`src/rtl/ex_mem_pkg.sv`:
```
// Shared types and widths for the EX->MEM pipeline stage.
// The payload struct matches the default widths; the stage itself is width-parametrised.
package ex_mem_pkg;

    localparam int EM_DATA_W  = 64;
    localparam int EM_FUNCT_W = 4;
    localparam int EM_RD_W    = 5;
    localparam int EM_CTRL_W  = 7;

    function automatic int payload_width(input int cw, input int dw, input int fw, input int rw);
        return cw + 3 * dw + fw + rw;
    endfunction

    localparam int EM_PAYLOAD_W = payload_width(EM_CTRL_W, EM_DATA_W, EM_FUNCT_W, EM_RD_W);

    typedef struct packed {
        logic reg_write;
        logic mem_to_reg;
        logic branch;
        logic zero;
        logic mem_write;
        logic mem_read;
        logic is_greater;
    } ex_mem_ctrl_t;

    typedef struct packed {
        ex_mem_ctrl_t              ctrl;
        logic [EM_DATA_W-1:0]      pc_plus_imm;
        logic [EM_DATA_W-1:0]      alu_result;
        logic [EM_DATA_W-1:0]      write_data;
        logic [EM_FUNCT_W-1:0]     funct;
        logic [EM_RD_W-1:0]        rd;
    } ex_mem_payload_t;

endpackage

```
`src/rtl/ex_mem_stage_pipe_slot.sv`:
```
// One valid+payload register. Clear beats load; a cleared slot reads all-zero so
// an empty slot always looks like a harmless bubble.
module pipe_slot #(
    parameter int W = 8
) (
    input  logic         clk,
    input  logic         rst_n,
    input  logic         i_load,
    input  logic         i_clear,
    input  logic [W-1:0] i_d,
    output logic         o_valid,
    output logic [W-1:0] o_q
);

    logic         r_valid;
    logic [W-1:0] r_data;

    always_ff @(posedge clk or negedge rst_n) begin
        if (!rst_n) begin
            r_valid <= 1'b0;
            r_data  <= '0;
        end else if (i_clear) begin
            r_valid <= 1'b0;
            r_data  <= '0;
        end else if (i_load) begin
            r_valid <= 1'b1;
            r_data  <= i_d;
        end
    end

    assign o_valid = r_valid;
    assign o_q     = r_data;

endmodule

```
`src/rtl/ex_mem_stage_pipe.sv`:
```
// EX->MEM stage with valid/ready handshake and a two-entry (MAIN + SKID) buffer.
// Define STAGE_PERF_EN to add the saturating back-pressure counter on stall_cnt.
module ex_mem_stage_pipe
    import ex_mem_pkg::*;
#(
    parameter  int DATA_W    = EM_DATA_W,
    parameter  int FUNCT_W   = EM_FUNCT_W,
    parameter  int RD_W      = EM_RD_W,
    parameter  int CTRL_W    = EM_CTRL_W,
    localparam int PAYLOAD_W = payload_width(CTRL_W, DATA_W, FUNCT_W, RD_W)
) (
    input  logic                 clk,
    input  logic                 rst_n,
    input  logic                 flush,
    input  logic                 in_valid,
    output logic                 in_ready,
    input  logic [PAYLOAD_W-1:0] in_payload,
    output logic                 out_valid,
    input  logic                 out_ready,
    output logic [PAYLOAD_W-1:0] out_payload,
    output logic [1:0]           occupancy
`ifdef STAGE_PERF_EN
    ,
    output logic [31:0]          stall_cnt
`endif
);

    logic                 w_main_valid;
    logic                 w_skid_valid;
    logic [PAYLOAD_W-1:0] w_main_q;
    logic [PAYLOAD_W-1:0] w_skid_q;
    logic [PAYLOAD_W-1:0] w_main_d;
    logic                 w_main_load;
    logic                 w_main_clear;
    logic                 w_skid_load;
    logic                 w_skid_clear;
    logic                 w_accept;
    logic                 w_fire;
    logic                 w_main_free;

    assign w_accept    = in_valid & in_ready;
    assign w_fire      = w_main_valid & out_ready;
    assign w_main_free = ~w_main_valid | w_fire;

    // SKID always drains into MAIN first; while SKID is full in_ready is low, so no accept races it.
    always_comb begin
        w_main_load  = 1'b0;
        w_main_clear = 1'b0;
        w_skid_load  = 1'b0;
        w_skid_clear = 1'b0;
        w_main_d     = in_payload;
        if (flush) begin
            w_main_clear = 1'b1;
            w_skid_clear = 1'b1;
        end else if (w_main_free) begin
            if (w_skid_valid) begin
                w_main_load  = 1'b1;
                w_main_d     = w_skid_q;
                w_skid_clear = 1'b1;
            end else if (w_accept) begin
                w_main_load  = 1'b1;
            end else begin
                w_main_clear = 1'b1;
            end
        end else if (w_accept) begin
            w_skid_load = 1'b1;
        end
    end

    pipe_slot #(.W(PAYLOAD_W)) u_main (
        .clk     (clk),
        .rst_n   (rst_n),
        .i_load  (w_main_load),
        .i_clear (w_main_clear),
        .i_d     (w_main_d),
        .o_valid (w_main_valid),
        .o_q     (w_main_q)
    );

    pipe_slot #(.W(PAYLOAD_W)) u_skid (
        .clk     (clk),
        .rst_n   (rst_n),
        .i_load  (w_skid_load),
        .i_clear (w_skid_clear),
        .i_d     (in_payload),
        .o_valid (w_skid_valid),
        .o_q     (w_skid_q)
    );

    assign in_ready    = ~w_skid_valid;
    assign out_valid   = w_main_valid;
    assign out_payload = w_main_q;
    assign occupancy   = {1'b0, w_main_valid} + {1'b0, w_skid_valid};

`ifdef STAGE_PERF_EN
    logic [31:0] r_stall_cnt;

    always_ff @(posedge clk or negedge rst_n) begin
        if (!rst_n) begin
            r_stall_cnt <= '0;
        end else if (w_main_valid && !out_ready && (r_stall_cnt != 32'hFFFF_FFFF)) begin
            r_stall_cnt <= r_stall_cnt + 32'd1;
        end
    end

    assign stall_cnt = r_stall_cnt;
`endif

endmodule

```
`config.mk`:
```
export PLATFORM = sky130hd
export DESIGN_NAME = ex_mem_stage_pipe
export DESIGN_NICKNAME = d
export VERILOG_FILES = /design/src/rtl/ex_mem_pkg.sv /design/src/rtl/ex_mem_stage_pipe_slot.sv /design/src/rtl/ex_mem_stage_pipe.sv
export SDC_FILE = /design/constraint.sdc
export NUM_CORES = 1
export LEC_CHECK = 0
export ABC_CLOCK_PERIOD_IN_PS = 3600
export CAP_MARGIN = 20
export CORE_MARGIN = 3
export CORE_UTILIZATION = 54
export DETAILED_ROUTE_END_ITERATION = 8
export PLACE_DENSITY = 0.95
export SLEW_MARGIN = 20
export SYNTH_ARGS = -nofsm -noshare
export SYNTH_HDL_FRONTEND = slang
export SYNTH_SLANG_ARGS = --single-unit
```
`constraint.sdc`:
```
create_clock -name clk -period 3.6 [get_ports clk]
set_input_delay 0.72 -clock clk [delete_from_list [all_inputs] [get_ports clk]]
set_output_delay 0.72 -clock clk [all_outputs]
set_load 0.01 [all_outputs]
```
==> reports/qor_table.md <==
| Stage | Item | This run |
|:---|:---|:---|
| synthesis | Cell area after synthesis | 0.0176 mm² |
| worst setup path | Critical-path top delay cell | sky130_fd_sc_hd__dfrtp_4 |
| grt | Global-route wire length before repair | 85900 µm |
| route | Average routed wire per standard cell | 22.0 µm |
| sta | Number of max-slew violations in the final report | 0 |
| route | Ratio of routed vias to standard cells | 6.23 |
| sta | Max Clk Rate | 353 MHz |
| worst setup path | Biggest cell delay along the critical path | 0.71 ns |
| power and ir drop | Peak supply drop | 0.464 mV |
| final layout | Number of nets in the finished design | 2162 |
| synthesis | Top post-synthesis cells by area | sky130_fd_sc_hd__dfrtp_1 (59%), sky130_fd_sc_hd__a22o_1 (20%), sky130_fd_sc_hd__nand2_1 (8.6%) |
| grt | Pin count of the biggest net entering global routing | 203 |
| final layout | Multi-input gate area in the final layout | 0.00634 mm² |
| final layout | Area added between synthesis and finish | 33.2% |
| hold path | Tightest Hold Check Type | input port to async pin |
| clock tree | Resize count post-CTS | 0 |
| floorplanning | Site Rows | 65 |
| synthesis | Fraction of post-synthesis cell area in the top cell type by area | 59.3% |
| sta | Final period utilization | 78.6% |
| power and ir drop | Total power of the final layout | 0.0110 W |
| clock tree | Worst-case clock buffer depth | 3 |
| run | Max cap viols | 0 |
| sta | Count of endpoints failing setup in the final report | 0 |
| floorplanning | Effective utilization at floorplan | 55.3% |
| clock tree | Setup repair bufs after CTS | 0 |
| sta | Setup TNS | 0 ns |
| sta | Fin. Hold Viols | 0 |
| status | Status | finished clean |
| synthesis | Mapped Cells | 1621 |
| grt | Gr ovfl total | 0 |
| power and ir drop | Leakage power | 10.5 nW |
| synthesis | Number of warning messages in the yosys log | 0 |
| route | Total wire length after detailed routing | 53400 µm |
| clock tree | Reg clk slew, reported paths | 0.06 ns |
| sta | RSZ-0062 raised after global routing | no |
| route | Total via count in the routed design | 15100 |
| worst setup path | Data arrival time of the critical path | 2.11 ns |
| final layout | FF/Latch Area | 0.0105 mm² |
| floorplanning | Die outline height | 187 µm |
| synthesis | Library cell occupying the most area in the post-synthesis netlist | sky130_fd_sc_hd__dfrtp_1 |
| route | Antenna Violating Nets Remaining | 0 |
| route | First-pass iteration count of the detailed router | 7 |
| worst setup path | Category of the worst setup path capture point | output port |
| clock tree | Total clock sinks | 418 |
| floorplanning | Placeable core region | 0.0319 mm² |
| synthesis | Average cell area after synthesis | 10.9 µm² |
| clock tree | Root buffer cell | sky130_fd_sc_hd__clkbuf_16 |
| worst setup path | Startpoint Class | register |
| worst setup path | Category of the critical setup timing path | register to output port |
| clock tree | Clock insertion delay at the later pin of the skew report | 0.53 ns |
| placed design | RePlAce Congestion | 0.826 |
| sta | Transition time at the pin with the least slew margin | 0.831 ns |
| worst setup path | Worst path cell trace | ha_1 > clkdlybuf4s50_1 |
| synthesis | Post-synthesis net count | 1835 |
| synthesis | Flip-flop and latch count after synthesis | 418 |
| placed design | Detailed placer's ending HPWL | 32600 µm |
| placed design | Port buffer count | 424 |
| sta | Slew HR | 44.6% |
| synthesis | Yosys cell types | 22 |
| floorplanning | Horizontal extent of the die | 187 µm |
| floorplanning | Die area | 0.0349 mm² |
| grt | Antenna violations before repair | 7 |
| worst setup path | Critical path required time | 2.88 ns |
| worst setup path | Top fanout value on the critical path | 36 |
| sta | Min cycle time layout | 2.83 ns |
| clock tree | CTS tree | built |
| grt | Total Routing Usage GR | 29.9% |
| sta | Setup clock skew after layout | 0.0164 ns |
| clock tree | Count of H-tree levels built during CTS | 2 |
| clock tree | Clock buffers created by TritonCTS | 43 |
| route | Iteration-0 DRC count of the detailed router | 1445 |
| clock tree | Hold-fix buffers, CTS | 0 |
| synthesis | Fraction of the yosys area taken by sequential cells | 59.3% |
| power and ir drop | Power per cell area | 468 mW/mm² |
| route | Remaining DRCs | 0 |
| final layout | Fraction of final layout cells with drive strength greater than 1 | 4.94% |
| floorplanning | Number of I/O pins | 425 |
| grt | Number of global-route vias before repair | 15400 |
| final layout | Total of fill cells in the finished design | 1984 |
flip-flops by register name, summed over array words and instances (netlist names):
signal,count
u_main.o_q,208
u_skid.o_valid,1
u_main.o_valid,1
u_skid.o_q,208
worst max-delay path, delay by kind of cell, from the launching register on:
family                     cells  cell delay, ns
adders and majority gates      1            0.31
buffers and inverters          1            0.57
DFF                            1            0.71
cells in the mapped netlist:
master                      number
sky130_fd_sc_hd__buf_1           4
sky130_fd_sc_hd__o21ai_0       202
sky130_fd_sc_hd__a211oi_1        1
sky130_fd_sc_hd__clkbuf_1       62
sky130_fd_sc_hd__a21oi_1         1
sky130_fd_sc_hd__nor4b_2         1
sky130_fd_sc_hd__ha_1            1
sky130_fd_sc_hd__buf_4          18
sky130_fd_sc_hd__buf_6          13
sky130_fd_sc_hd__buf_2          65
sky130_fd_sc_hd__o2bb2ai_1       6
sky130_fd_sc_hd__nor4bb_1        1
sky130_fd_sc_hd__inv_1           1
sky130_fd_sc_hd__a22oi_1         6
sky130_fd_sc_hd__nor2_1          1
sky130_fd_sc_hd__nor2_4          1
sky130_fd_sc_hd__nand2b_1        2
sky130_fd_sc_hd__nor2b_1         2
sky130_fd_sc_hd__dfrtp_1       418
sky130_fd_sc_hd__a22o_1        410
sky130_fd_sc_hd__nor3_1          1
sky130_fd_sc_hd__nand2_1       404
logic make-up after synthesis:
family | count (synthesis) | synth area share [%]
compound gates | 626 | 26.7
flops | 418 | 59.3
simple gates | 413 | 9.00
buf+inv | 163 | 4.87
fa+ha+maj | 1 | 0.0710
area by class of cell:
| cell class | instances | share of cell area (%) |
|---|---|---|
| clock buffer | 58 | 5.12 |
| inverter | 1 | 0.0160 |
| clock inverter | 21 | 1.39 |
| antenna | 7 | 0.0746 |
| timing repair buffer | 444 | 19.5 |
| tap | 435 | 2.32 |
| sequential | 418 | 44.6 |
| multi-input combinational | 1040 | 27.0 |
where the power goes:
group | leakage (nW) | internal, W | switching, W
clock network | 0.753 | 0.00293 | 0.00187
logic | 4.06 | 0.000583 | 0.000624
registers | 5.72 | 0.00486 | 0.000119
final timing paths:
path / from / to / slack [ns] / cells after the start
setup / recovery: u_skid.o_valid / occupancy[1] / 0.77 / 2
min in group clk: u_main.o_q[164] / u_main.o_q[164] / 0.50 / 1
setup reg to reg: u_skid.o_valid / u_skid.o_q[120] / 1.40 / 4
max in group asynchronous: rst_n / u_skid.o_q[20] / 2.51 / 2
hold / removal: rst_n / u_skid.o_q[47] / 0.21 / 1
hold reg to reg: u_main.o_q[164] / u_main.o_q[164] / 0.50 / 1
cell usage in the layout (no fill, tap or decap), types with 7 or more instances in the layout:
cell                              Yosys  routed
sky130_fd_sc_hd__dfrtp_1            418     417
sky130_fd_sc_hd__o21ai_0            202     202
sky130_fd_sc_hd__diode_2              0       7
sky130_fd_sc_hd__clkbuf_8             0       7
sky130_fd_sc_hd__clkdlybuf4s50_1      0     422
sky130_fd_sc_hd__nand2_1            404     404
sky130_fd_sc_hd__buf_12               0      15
sky130_fd_sc_hd__clkbuf_1            62       8
sky130_fd_sc_hd__a22o_1             410     410
sky130_fd_sc_hd__clkbuf_16            0      43
sky130_fd_sc_hd__clkinv_2             0       7
sky130_fd_sc_hd__bufinv_16            0       8
metal layers:
metal	share of wire (%)	vias to the layer above	global-route usage [%]
li1	-	6488	-
met1	37	7472	38.5
met2	48	958	48.3
met3	9.3	174	6.69
met4	5.4	0	14.9
met5	0	-	0
stage by stage:
| step | util, % | cells | setup slack, ns | area, µm² | hold slack (ns) |
|---|---|---|---|---|---|
| after detailed placement | 68.8 | 2338 | 0.820 | 21900 | 0.488 |
| after global routing | 73.7 | 2424 | 0.731 | 23500 | 0.257 |
| after global placement | 68.8 | 2338 | 0.915 | 21900 | 0.478 |
| after CTS | 73.6 | 2417 | 0.774 | 23500 | 0.234 |
| after floorplan | - | 1621 | 1.67 | 17600 | 0.424 |
| final | 73.7 | 2424 | 0.770 | 23500 | 0.210 |
Power figures use the tool's default switching activity.
